## src/rtl/led_pattern_ctrl.sv

```systemverilog
// led_pattern_ctrl: button-driven LED pattern sequencer.
//   clk_50mhz : system clock, rising edge
//   reset     : synchronous, active-high
//   bt        : raw push-button, active-low, asynchronous
//   sw_reg    : raw 3-bit mode select, asynchronous
//   o_reg     : registered LED pattern
//   led_don   : registered, 1 while running
// Each press walks the controller through IDLE -> RUN -> PAUSE -> RUN.
// While running, a prescaled tick steps the pattern selected on sw_reg.
module led_pattern_ctrl #(
  parameter int unsigned TICK_DIV     = 6_250_000,
  parameter int unsigned DEBOUNCE_CYC = 1_000_000,
  parameter int unsigned WIDTH        = 8
) (
  input  logic             clk_50mhz,
  input  logic             reset,
  input  logic             bt,
  input  logic [2:0]       sw_reg,
  output logic [WIDTH-1:0] o_reg,
  output logic             led_don
);

  localparam int unsigned TW = $clog2(TICK_DIV);
  localparam int unsigned DW = $clog2(DEBOUNCE_CYC);
  localparam logic [TW-1:0] TICK_LAST = TW'(TICK_DIV - 1);
  localparam logic [DW-1:0] DB_LAST   = DW'(DEBOUNCE_CYC - 1);

  localparam logic [WIDTH-1:0] LSB      = WIDTH'(1);
  localparam logic [WIDTH-1:0] MSB      = LSB << (WIDTH - 1);
  localparam logic [WIDTH-1:0] ALT_SEED = WIDTH'({(WIDTH + 1) / 2{2'b01}});

  localparam logic [2:0] M_OFF      = 3'd0;
  localparam logic [2:0] M_WALK_L   = 3'd1;
  localparam logic [2:0] M_WALK_R   = 3'd2;
  localparam logic [2:0] M_PINGPONG = 3'd3;
  localparam logic [2:0] M_COUNT    = 3'd4;
  localparam logic [2:0] M_BLINK    = 3'd5;
  localparam logic [2:0] M_FILL     = 3'd6;
  localparam logic [2:0] M_ALT      = 3'd7;

  typedef enum logic [1:0] {
    S_IDLE  = 2'd0,
    S_RUN   = 2'd1,
    S_PAUSE = 2'd2
  } state_t;

  logic          r_bt_s1;
  logic          r_bt_s2;
  logic [2:0]    r_sw_s1;
  logic [2:0]    r_sw_s2;
  logic          r_bt_db;
  logic [DW-1:0] r_db_cnt;
  logic          r_press;

  state_t        r_state;
  logic [TW-1:0] r_presc;
  logic [2:0]    r_cur_mode;
  logic          r_dir_l;

  logic             w_tick;
  logic [WIDTH-1:0] w_next;
  logic             w_next_dir_l;

  // Synchronisers and debounce: the level flips only after the synced input
  // has disagreed with it for DEBOUNCE_CYC consecutive cycles.
  always_ff @(posedge clk_50mhz) begin
    if (reset) begin
      r_bt_s1  <= 1'b1;
      r_bt_s2  <= 1'b1;
      r_sw_s1  <= 3'd0;
      r_sw_s2  <= 3'd0;
      r_bt_db  <= 1'b1;
      r_db_cnt <= '0;
      r_press  <= 1'b0;
    end else begin
      r_bt_s1 <= bt;
      r_bt_s2 <= r_bt_s1;
      r_sw_s1 <= sw_reg;
      r_sw_s2 <= r_sw_s1;
      r_press <= 1'b0;
      if (r_bt_s2 == r_bt_db) begin
        r_db_cnt <= '0;
      end else if (r_db_cnt == DB_LAST) begin
        r_bt_db  <= r_bt_s2;
        r_db_cnt <= '0;
        // Only the falling (pressed) edge produces a pulse.
        r_press  <= ~r_bt_s2;
      end else begin
        r_db_cnt <= r_db_cnt + DW'(1);
      end
    end
  end

  assign w_tick = (r_state == S_RUN) && (r_presc == TICK_LAST);

  // Run/pause FSM with prescaler; the prescaler phase survives a pause.
  always_ff @(posedge clk_50mhz) begin
    if (reset) begin
      r_state <= S_IDLE;
      r_presc <= '0;
      led_don <= 1'b0;
    end else begin
      case (r_state)
        S_IDLE: begin
          if (r_press) begin
            r_state <= S_RUN;
            r_presc <= '0;
            led_don <= 1'b1;
          end
        end
        S_RUN: begin
          r_presc <= w_tick ? '0 : r_presc + TW'(1);
          if (r_press) begin
            r_state <= S_PAUSE;
            led_don <= 1'b0;
          end
        end
        S_PAUSE: begin
          if (r_press) begin
            r_state <= S_RUN;
            led_don <= 1'b1;
          end
        end
        default: begin
          r_state <= S_IDLE;
          led_don <= 1'b0;
        end
      endcase
    end
  end

  // Next pattern value: reseed on a mode change, otherwise step the current mode.
  always_comb begin
    w_next       = o_reg;
    w_next_dir_l = r_dir_l;
    if (r_sw_s2 != r_cur_mode) begin
      w_next_dir_l = 1'b1;
      case (r_sw_s2)
        M_OFF:      w_next = '0;
        M_WALK_L:   w_next = LSB;
        M_WALK_R:   w_next = MSB;
        M_PINGPONG: w_next = LSB;
        M_COUNT:    w_next = '0;
        M_BLINK:    w_next = '1;
        M_FILL:     w_next = LSB;
        M_ALT:      w_next = ALT_SEED;
      endcase
    end else begin
      case (r_cur_mode)
        M_OFF:    w_next = '0;
        M_WALK_L: w_next = {o_reg[WIDTH-2:0], o_reg[WIDTH-1]};
        M_WALK_R: w_next = {o_reg[0], o_reg[WIDTH-1:1]};
        M_PINGPONG: begin
          // Bounce off either end without repeating the end bit.
          if (r_dir_l) begin
            if (o_reg == MSB) begin
              w_next_dir_l = 1'b0;
              w_next       = MSB >> 1;
            end else begin
              w_next = o_reg << 1;
            end
          end else begin
            if (o_reg == LSB) begin
              w_next_dir_l = 1'b1;
              w_next       = LSB << 1;
            end else begin
              w_next = o_reg >> 1;
            end
          end
        end
        M_COUNT:        w_next = o_reg + WIDTH'(1);
        M_BLINK, M_ALT: w_next = ~o_reg;
        M_FILL:         w_next = (o_reg == '1) ? '0 : {o_reg[WIDTH-2:0], 1'b1};
      endcase
    end
  end

  // Pattern registers move only on a tick.
  always_ff @(posedge clk_50mhz) begin
    if (reset) begin
      o_reg      <= '0;
      r_cur_mode <= 3'd0;
      r_dir_l    <= 1'b1;
    end else if (w_tick) begin
      o_reg      <= w_next;
      r_cur_mode <= r_sw_s2;
      r_dir_l    <= w_next_dir_l;
    end
  end

endmodule

```

## config.mk

```make
export PLATFORM = sky130hd
export DESIGN_NAME = led_pattern_ctrl
export DESIGN_NICKNAME = d
export VERILOG_FILES = /design/src/rtl/led_pattern_ctrl.sv
export SDC_FILE = /design/constraint.sdc
export NUM_CORES = 1
export LEC_CHECK = 0
export ABC_AREA = 1
export BUFFER_PORTS_ARGS = -buffer_cell sky130_fd_sc_hd__buf_4
export CORE_MARGIN = 10
export CORE_UTILIZATION = 50
export DETAILED_ROUTE_END_ITERATION = 8
export PLACE_DENSITY = 0.63
export SKIP_CTS_REPAIR_TIMING = 1
export SKIP_LAST_GASP = 1
export SLEW_MARGIN = 15
export SYNTH_ARGS = -nofsm -noshare
export SYNTH_HDL_FRONTEND = slang
export SYNTH_SLANG_ARGS = --single-unit
export TNS_END_PERCENT = 100
```

## constraint.sdc

```tcl
create_clock -name clk_50mhz -period 3.85 [get_ports clk_50mhz]
set_input_delay 0.5775 -clock clk_50mhz [delete_from_list [all_inputs] [get_ports clk_50mhz]]
set_output_delay 0.5775 -clock clk_50mhz [all_outputs]
set_load 0.01 [all_outputs]
```

==> results.json <==
{
  "status": "completed",
  "grt_pass1_wl_microns": 17200,
  "initial_utilization_pct": 51.8,
  "critical_path_arrival_ns": 2.08,
  "drt_wl_total_microns": 9950,
  "vias_per_cell": 5.35,
  "dieArea_sq_mm": 0.0121,
  "globalplace.congestion": 0.952,
  "p_leak_nw": 1.66,
  "finalHoldWorstSlack_ns": 0.413,
  "synth-seq-cells": 72,
  "use_met2_pct": 26.0,
  "yosys_warnings": 0,
  "p_per_area_mw_per_mm2": 327,
  "synthSimpleGateAreaFrac_pct": 40.2,
  "maxCapViolCount": 0,
  "worst_pin_slew_ns": 0.643,
  "clk_pin_slew_ns": 0.08,
  "met3_usage_pct": 4.33,
  "n_antenna_cell": 0,
  "cts_made_buffers": 9,
  "grt_usage_pct": 17.5,
  "synth_largest_area_cell": "dfxtp_1",
  "vdd_drop_max_mv": 0.384,
  "vias": 3862,
  "core-area_sq_mm": 0.00781,
  "dieHeight_microns": 110,
  "gr-usage-met1_pct": 24.0,
  "clock_sinks": 72,
  "drt.antenna.violating_nets": 0,
  "root_buffer": "clkbuf_8",
  "grt_pass1_vias": 3567,
  "hold_viol": 0,
  "worst_skew_pair.late_latency_ns": 0.35,
  "yosysSeqAreaShare_pct": 35.7,
  "grt_antenna_before_repair": 0,
  "post-route-min-period_ns": 1.86,
  "grt_setup_unrepaired": "no",
  "grt_remaining_overflow": 0,
  "synth_area_leaders": "dfxtp_1, nand2_1, nor2_1, inv_1, nand3_1",
  "synth_cells": 600,
  "area_growth_pct": 10.3,
  "syn-cell-area_sq_mm": 0.00404,
  "worst_r2r_path_depth": 10,
  "nNetsFinal": 626,
  "drv_slew": 0,
  "cp.required_ns": 4.07,
  "die_w_microns": 110,
  "numPortBuffers": 14,
  "firstDrtPassIters": 5,
  "drt_iter0_drc": 183,
  "synth_compound_area_share_pct": 11.2,
  "critPathCaptureType": "flip-flop",
  "drc": 0,
  "synth_nets": 611,
  "grt_max_degree": 25,
  "synth_cell_type_count": 36,
  "hold_depth": 2,
  "holdCritPathClass": "in -> reg",
  "path_max_fanout": 9,
  "synth-adder-area-share_pct": 1.55,
  "worstSetupPathType": "reg -> reg",
  "finalCoreUtilization_pct": 57.1,
  "tns_ns": 0,
  "cts_tree": "yes",
  "timing.slew.headroom_pct": 57.0,
  "fmax_ghz": 0.539,
  "synthXorXnorAreaFrac_pct": 3.03,
  "hpwl_microns": 7670,
  "yosysTopAreaCellShare_pct": 35.7,
  "synth_area_per_cell_sq_um": 6.74,
  "drive_above_1_share_pct": 12.7,
  "synthMuxAreaShare_pct": 0,
  "r2r_slack_ns": 1.99,
  "finClkSkew_ns": 0.0107,
  "wl_per_cell_microns": 13.8,
  "synth_top_family_by_area": "simple AND/OR/NAND/NOR gates",
  "htreeDepth": 3,
  "critPathLaunchType": "flip-flop",
  "floorplan.rows": 32,
  "largest_register_ff_count": 23,
  "cts_buffer_depth": 2,
  "fin_crit_sh_pct": 48.2,
  "grt_busiest_layer": "met2",
  "io_pins": 15,
  "setup_viol": 0
}
[synthesized netlist by cell type, drive strengths merged]
cell    count
nand2     139
nor2       83
inv        75
dfxtp      72
nand3      53
a21oi      43
nor3       31
o21ai      30
nand4      20
xor2        8
buf         6
or2         6
xnor2       6
clkbuf      5
ha          5
a31oi       3
nand3b      3
o21bai      3
nor3b       2
nor4        2
o22ai       2
a21boi      1
clkinv      1
o211ai      1
[metal layers]
metal  part of all wire [%]  wire length [microns]
met5                      0                      0
met4                    2.1                    204
met3                    6.6                    652
met2                     43                   4290
met1                     48                   4800
[stage by stage]
stage,setup WS (ns),power (W),instance area [sq um],std cells
after floorplan,2.34,0.000787,4040,600
after global placement,2.09,0.000796,4230,706
after detailed placement,2.03,0.000797,4230,706
after CTS,1.97,0.00148,4460,722
after global routing,1.78,0.00151,4460,722
final,1.99,0.00146,4460,722
[report_power, final]
part            total, W  switching [W]  internal [W]
logic          0.0000271      0.0000176    0.00000949
registers       0.000752     0.00000231      0.000749
clock network   0.000679       0.000308      0.000371
[cell usage in the layout (no fill, tap or decap), types with 9 or more instances in the layout]
cell / Yosys / final
nand2_1: 130 / 130
clkbuf_8: 0 / 9
nand4_1: 19 / 19
buf_4: 0 / 15
nand3_1: 50 / 50
o21ai_0: 27 / 27
inv_1: 68 / 68
a21oi_1: 43 / 43
nor3_1: 26 / 26
nor2_1: 71 / 71
dfxtp_1: 72 / 72
[path summary, 6_finish.rpt]
| path | from | endpoint |
|---|---|---|
| worst min-delay path | bt | r_bt_s1$_SDFF_PP1_ |
| worst min register to register | r_bt_s1$_SDFF_PP1_ | r_bt_s2$_SDFF_PP1_ |
| worst max-delay path | o_reg[1]$_SDFFE_PP0P_ | o_reg[3]$_SDFFE_PP0P_ |
| worst max register to register | o_reg[1]$_SDFFE_PP0P_ | o_reg[3]$_SDFFE_PP0P_ |
[area by class of cell]
class | count | area [sq um]
fillers | 773 | 3350
clock inverters | 7 | 103
repair buffers | 15 | 113
well taps | 102 | 128
flip-flops and latches | 72 | 1440
clock buffers | 9 | 124
multi-input cells | 441 | 2260
inverters | 76 | 287
[logic make-up (layout without fill, tap and decap cells)]
group	after synthesis	in the layout
AND/OR/NAND/NOR	339	339
buffers and inverters	87	107
AO/OA/AOI/OAI	83	83
flip-flops	72	72
XOR/XNOR	14	14
adder cells (fa/ha/maj)	5	5
[worst max-delay path, cell delays in order (launching register included)]
cell     delay [ns]
dfxtp_1        0.54
ha_1           0.23
nand2_1        0.09
nor2_1         0.25
nand2_1        0.10
nand2_1        0.11
nand2_1        0.13
nand2_1        0.09
nand4_1        0.07
nand2_1        0.07
a21oi_1        0.06
Note: power is estimated with default switching activity, not from simulation.
